File: config.mk
export PLATFORM = sky130hd
export DESIGN_NAME = bus_arbiter
export DESIGN_NICKNAME = d
export VERILOG_FILES = /design/src/rtl/bus_arbiter.sv
export SDC_FILE = /design/constraint.sdc
export NUM_CORES = 1
export LEC_CHECK = 0
export CAP_MARGIN = 10
export CORE_MARGIN = 4
export CORE_UTILIZATION = 40
export CTS_CLUSTER_DIAMETER = 100
export DETAILED_ROUTE_END_ITERATION = 6
export GPL_TIMING_DRIVEN = 0
export PLACE_DENSITY = 0.59
export SLEW_MARGIN = 20
export SYNTH_ARGS = -nofsm -noshare
export SYNTH_HDL_FRONTEND = slang
export SYNTH_SLANG_ARGS = --single-unit
export TNS_END_PERCENT = 30
File: constraint.sdc
create_clock -name clock -period 2.28 [get_ports clock]
set_input_delay 0.342 -clock clock [delete_from_list [all_inputs] [get_ports clock]]
set_output_delay 0.342 -clock clock [all_outputs]
set_load 0.005 [all_outputs]
File: src/rtl/bus_arbiter.sv
// bus_arbiter: four-master round-robin arbiter for a shared bus, with timeouts.
//
// Ports
//   clock              rising-edge system clock
//   reset              synchronous, active-low reset
//   requests[3:0]      per-master level-sensitive bus request
//   grants[3:0]        per-master grant, registered, one-hot or zero
//   beginTransactionIn shared-bus transaction start
//   endTransactionIn   shared-bus transaction end
//   dataValidIn        shared-bus data beat (keeps the idle watchdog alive)
//   busyIn             slave busy (keeps the idle watchdog alive)
//   busErrorIn         slave-reported bus error (ends the transaction)
//   endTransactionOut  arbiter-forced end of transaction, one-cycle pulse
//   busErrorOut        arbiter-detected timeout error, one-cycle pulse
//   activeMaster[1:0]  index of the current or last granted master
//   busIdle            high while the arbiter is in IDLE
//
// Flow: IDLE -> GRANT -> ACTIVE -> RELEASE -> IDLE. GRANT waits at most
// BEGIN_TIMEOUT cycles for beginTransactionIn; ACTIVE aborts after
// IDLE_TIMEOUT consecutive cycles with neither dataValidIn nor busyIn.
// RELEASE is a single turnaround cycle with no grant.
//
// The timeout pulses are decoded from the registered state and counter in
// the last GRANT/ACTIVE cycle, so they appear while the grant is still up
// and the grant drops on the following cycle.

module bus_arbiter #(
    parameter int BEGIN_TIMEOUT = 16,
    parameter int IDLE_TIMEOUT  = 1024
) (
    input  logic       clock,
    input  logic       reset,
    input  logic [3:0] requests,
    output logic [3:0] grants,
    input  logic       beginTransactionIn,
    input  logic       endTransactionIn,
    input  logic       dataValidIn,
    input  logic       busyIn,
    input  logic       busErrorIn,
    output logic       endTransactionOut,
    output logic       busErrorOut,
    output logic [1:0] activeMaster,
    output logic       busIdle
);

    localparam int MAX_TIMEOUT = (BEGIN_TIMEOUT > IDLE_TIMEOUT) ? BEGIN_TIMEOUT : IDLE_TIMEOUT;
    localparam int CNT_W       = (MAX_TIMEOUT > 2) ? $clog2(MAX_TIMEOUT) : 1;

    localparam logic [CNT_W-1:0] BEGIN_LOAD = CNT_W'(BEGIN_TIMEOUT - 1);
    localparam logic [CNT_W-1:0] IDLE_LOAD  = CNT_W'(IDLE_TIMEOUT - 1);

    typedef enum logic [1:0] {
        ST_IDLE    = 2'd0,
        ST_GRANT   = 2'd1,
        ST_ACTIVE  = 2'd2,
        ST_RELEASE = 2'd3
    } state_t;

    state_t           state_q, state_d;
    logic [CNT_W-1:0] cnt_q, cnt_d;
    logic [1:0]       last_q, last_d;
    logic [3:0]       grants_q, grants_d;

    logic             rr_found;
    logic [1:0]       rr_idx;
    logic             end_pulse;
    logic             err_pulse;

    // Round-robin pick: scan last+1, last+2, last+3 and finally last itself,
    // so the previous winner is only chosen when nobody else is asking.
    always_comb begin
        rr_found = 1'b0;
        rr_idx   = last_q;
        for (int off = 1; off <= 4; off++) begin
            if (!rr_found && requests[last_q + 2'(off)]) begin
                rr_found = 1'b1;
                rr_idx   = last_q + 2'(off);
            end
        end
    end

    // Next-state, counter and pulse logic.
    always_comb begin
        state_d   = state_q;
        cnt_d     = cnt_q;
        last_d    = last_q;
        end_pulse = 1'b0;
        err_pulse = 1'b0;

        unique case (state_q)
            ST_IDLE: begin
                // Bus inputs are deliberately ignored here.
                if (rr_found) begin
                    state_d = ST_GRANT;
                    last_d  = rr_idx;
                    cnt_d   = BEGIN_LOAD;
                end
            end

            ST_GRANT: begin
                if (beginTransactionIn) begin
                    state_d = ST_ACTIVE;
                    cnt_d   = IDLE_LOAD;
                end else if (!requests[last_q]) begin
                    // Winner withdrew before starting: quiet release.
                    state_d = ST_RELEASE;
                end else if (cnt_q == '0) begin
                    state_d   = ST_RELEASE;
                    err_pulse = 1'b1;
                end else begin
                    cnt_d = cnt_q - 1'b1;
                end
            end

            ST_ACTIVE: begin
                // A normal or slave-reported end beats a simultaneous
                // watchdog expiry, and never raises our own error.
                if (endTransactionIn || busErrorIn) begin
                    state_d = ST_RELEASE;
                end else if (dataValidIn || busyIn) begin
                    cnt_d = IDLE_LOAD;
                end else if (cnt_q == '0) begin
                    state_d   = ST_RELEASE;
                    end_pulse = 1'b1;
                    err_pulse = 1'b1;
                end else begin
                    cnt_d = cnt_q - 1'b1;
                end
            end

            ST_RELEASE: begin
                state_d = ST_IDLE;
                cnt_d   = '0;
            end

            default: begin
                state_d = ST_IDLE;
                cnt_d   = '0;
            end
        endcase
    end

    // Grant register follows the next state so the grant appears the cycle
    // after the request is sampled and drops as the arbiter leaves ACTIVE.
    generate
        for (genvar gi = 0; gi < 4; gi++) begin : g_grant
            assign grants_d[gi] = ((state_d == ST_GRANT) || (state_d == ST_ACTIVE)) &&
                                  (last_d == 2'(gi));
        end
    endgenerate

    always_ff @(posedge clock) begin
        if (!reset) begin
            state_q  <= ST_IDLE;
            cnt_q    <= '0;
            last_q   <= 2'd3;
            grants_q <= 4'b0000;
        end else begin
            state_q  <= state_d;
            cnt_q    <= cnt_d;
            last_q   <= last_d;
            grants_q <= grants_d;
        end
    end

    assign grants            = grants_q;
    assign endTransactionOut = end_pulse;
    assign busErrorOut       = err_pulse;
    assign activeMaster      = last_q;
    assign busIdle           = (state_q == ST_IDLE);

endmodule

==> flow_metrics.env <==
export IMPL_ant_nets=0
export IMPL_coreArea_sq_um=3128
export IMPL_status="completed"
export IMPL_cp_endpoint="busErrorOut"
export IMPL_netlist_instances=172
export IMPL_grtUsageMet1_pct=24.22
export IMPL_clock_skew_ps=2.024
export IMPL_fillCellCount=294
export IMPL_arrival_ps=1880
export IMPL_setup_viol=0
export IMPL_max_freq_mhz=450.2
export IMPL_routed_wl_um=3604
export IMPL_syn_cell_area_sq_um=1331
export IMPL_gr_usage_met3_pct=3.248
export IMPL_ys_warn_count=0
export IMPL_avgViaCountPerCell=5.706
export IMPL_dr_pass1_iters=4
export IMPL_gr_usage_all_layers_pct=17.72
export IMPL_power_density_nw_per_um2=927.8
export IMPL_clock_latency_ps=300
export IMPL_finalCriticalPeriod_ps=2221
export IMPL_hold_start="reset"
export IMPL_reg2reg_from="cnt_q[0]"
export IMPL_wl_per_cell_um=14.71
export IMPL_p_leak_nw=0.7060
export IMPL_dp_slack_ps=-275.5
export IMPL_clock_path_buffers=2
export IMPL_gp_congestion=0.8359
export IMPL_start_util_pct=42.56
export IMPL_io_pins=20
export IMPL_crit_type="flip-flop to output pin"
export IMPL_grt_antenna_before_repair=0
export IMPL_grt_pass1_vias=1373
export IMPL_numCtsBuffers=3
export IMPL_setup_ws_ps=58.64
export IMPL_num_antenna_cells=0
export IMPL_die_w_um=65.69
export IMPL_dieArea_sq_um=4315
export IMPL_syn_to_final_growth_pct=33.08
export IMPL_worst_setup_path_end_kind="output pin"
export IMPL_overflow=0
export IMPL_crit_path_start_kind="flip-flop"
export IMPL_seqCellArea_sq_um=370.4
export IMPL_tritoncts="done"
export IMPL_die_y_um=65.69
export IMPL_vias=1398
export IMPL_grt_busiest_layer="met2"
export IMPL_peakVddDrop_mv=0.4368
export IMPL_synth_ff_type="dfxtp_1"
export IMPL_ys_seq_area_share_pct=27.07
export IMPL_timing_max_cap_violations=0
export IMPL_port_buffer_count=18
export IMPL_clk_pin_slew_worst_paths_ps=110
export IMPL_reg2regPathDepth=9
export IMPL_cts_root_buffer="clkbuf_4"
export IMPL_drive_above_1_share_pct=26.87
export IMPL_path_max_fanout=4
export IMPL_hp_class="primary input to flip-flop"
export IMPL_maxSlewViolCount=0
export IMPL_multi_input_area_sq_um=997.2
export IMPL_rsz0062_at_grt="yes"
export IMPL_finalHoldViolCount=0
export IMPL_r2r_slack_ps=70
export IMPL_row_count=20
export IMPL_crit_start="cnt_q[0]"
export IMPL_cts_hold_buf=0
export IMPL_finalPower_w=0.001644
export IMPL_synth_edff_count=0
export IMPL_grt_max_degree=11
export IMPL_hpwl_um=2575
export IMPL_synth_net_count=187
export IMPL_syn_avg_cell_area_sq_um=7.740
export IMPL_cts_max_level=1
export IMPL_netlist_cell_type_count=49
export IMPL_async_flop_share_pct=0
export IMPL_nets=217
export IMPL_met2_usage_pct=27.91
export IMPL_final_util_pct=56.64
export IMPL_tightestPinTransition_ps=628.3
export IMPL_drtIter0Drc=96
export IMPL_cp_required_ps=1940
export IMPL_cts_num_sinks=18
export IMPL_worst_r2r_endpoint="cnt_q[5]"
export IMPL_grt_pass1_wl_um=6134
export IMPL_drc=0
export IMPL_slew_headroom_pct=57.79
export IMPL_synth_seq_cells=18
export IMPL_post_route_period_util_pct=97.43
## synth_stat cells, types with 2 or more instances
cell type / n / area [sq um]
buf_2: 2 / 10.01
nor3_1: 7 / 35.03
a31oi_1: 2 / 12.51
o31ai_1: 3 / 22.52
nand2_1: 10 / 37.54
nand2b_1: 7 / 43.79
or2_2: 5 / 31.28
nor3b_1: 2 / 15.01
nor4_1: 3 / 18.77
o2bb2ai_1: 2 / 17.52
nand3_1: 4 / 20.02
ha_1: 4 / 50.05
nor2_1: 19 / 71.32
or3_1: 2 / 12.51
nor4b_1: 2 / 17.52
clkbuf_1: 5 / 18.77
dfxtp_1: 18 / 360.4
nor2b_1: 4 / 25.02
a221oi_1: 2 / 17.52
a21o_1: 4 / 30.03
a22oi_1: 2 / 15.01
or4_1: 2 / 15.01
xor2_1: 2 / 17.52
inv_1: 9 / 33.78
a21oi_1: 11 / 55.05
o22ai_1: 3 / 18.77
mux2_2: 3 / 33.78
o21ai_0: 11 / 55.05
o211a_1: 2 / 20.02
## metrics by stage
stage | std cells | instance area, sq um | setup TNS (ps) | hold slack [ps]
2_1_floorplan | 172 | 1331 | 0 | 436.9
3_3_place_gp | 234 | 1567 | -1398 | 453.1
3_5_place_dp | 234 | 1567 | -2216 | 457.5
4_1_cts | 246 | 1733 | -15.22 | 350.4
5_1_grt | 245 | 1772 | -55.73 | 358.6
6_report | 245 | 1772 | 0 | 346.4
## where the power goes
group | switching (W) | internal, W
logic | 0.000492 | 0.000488
registers | 0.0000635 | 0.000392
clock network | 0.000111 | 0.0000974
total | 0.000666 | 0.000978
## cell families after synthesis
group | count (synthesis) | share of synthesized area [%]
flops | 18 | 27.07
buf+inv | 16 | 4.699
xor+xnor | 3 | 1.974
fa+ha+maj | 4 | 3.760
mux | 5 | 4.981
compound gates | 52 | 26.41
simple gates | 74 | 31.11
## registers in the layout, summed over array words and instances (netlist names)
name / count
cnt_q: 10
grants: 4
activeMaster: 2
state_q: 2
## area by class of cell
class | instances | area share (%)
multi-input combinational | 138 | 56.29
buffer | 4 | 1.059
inverter | 9 | 1.907
sequential | 18 | 20.90
tap | 44 | 3.107
timing repair buffer | 28 | 14.69
clock buffer | 4 | 2.048
## per-layer routing
metal	vias to the layer above	routed length (um)
met3	6	216
met1	665	1690
met2	36	1656
met4	0	41
met5	-	0
li1	691	-
## cells in the final DEF, fill, tap and decap left out, types with 3 or more instances in the layout
cell / count
o31ai_1: 3
buf_4: 7
inv_1: 7
a21o_1: 4
nor2b_1: 4
nand3_1: 4
buf_2: 3
o22ai_1: 3
nand2_1: 9
clkdlybuf4s50_1: 16
buf_6: 3
nor4_1: 3
dfxtp_1: 12
a21oi_1: 10
nor2_1: 16
or2_2: 5
nand2b_1: 7
dfxtp_2: 5
o21ai_0: 11
clkbuf_4: 3
nor3_1: 7
mux2_2: 3
nor2_2: 3
## worst max-delay path, stage by stage, from the launching register on
cell     delay, ps
dfxtp_2        350
inv_2           90
ha_4           140
or4b_4         490
nor3_4         220
nand2_1         70
a21oi_1        100
buf_2          120
## what timing repair did
| item | CTS | global route |
|---|---|---|
| gates resized for setup | 24 | 13 |
| endpoints found under the setup margin | 7 | 10 |
| buffers inserted | 8 | 2 |
| pin swaps | 6 | 7 |
## how the worst min path moves through the flow
| stage | cells past startpoint | end |
|---|---|---|
| after global routing | 2 | activeMaster[0] |
| after detailed placement | 2 | cnt_q[7] |
| after floorplan | 2 | cnt_q[7] |
| final | 2 | activeMaster[0] |
| after CTS | 2 | activeMaster[0] |
| after global placement | 2 | cnt_q[7] |
(Power assumes the default switching activity.)
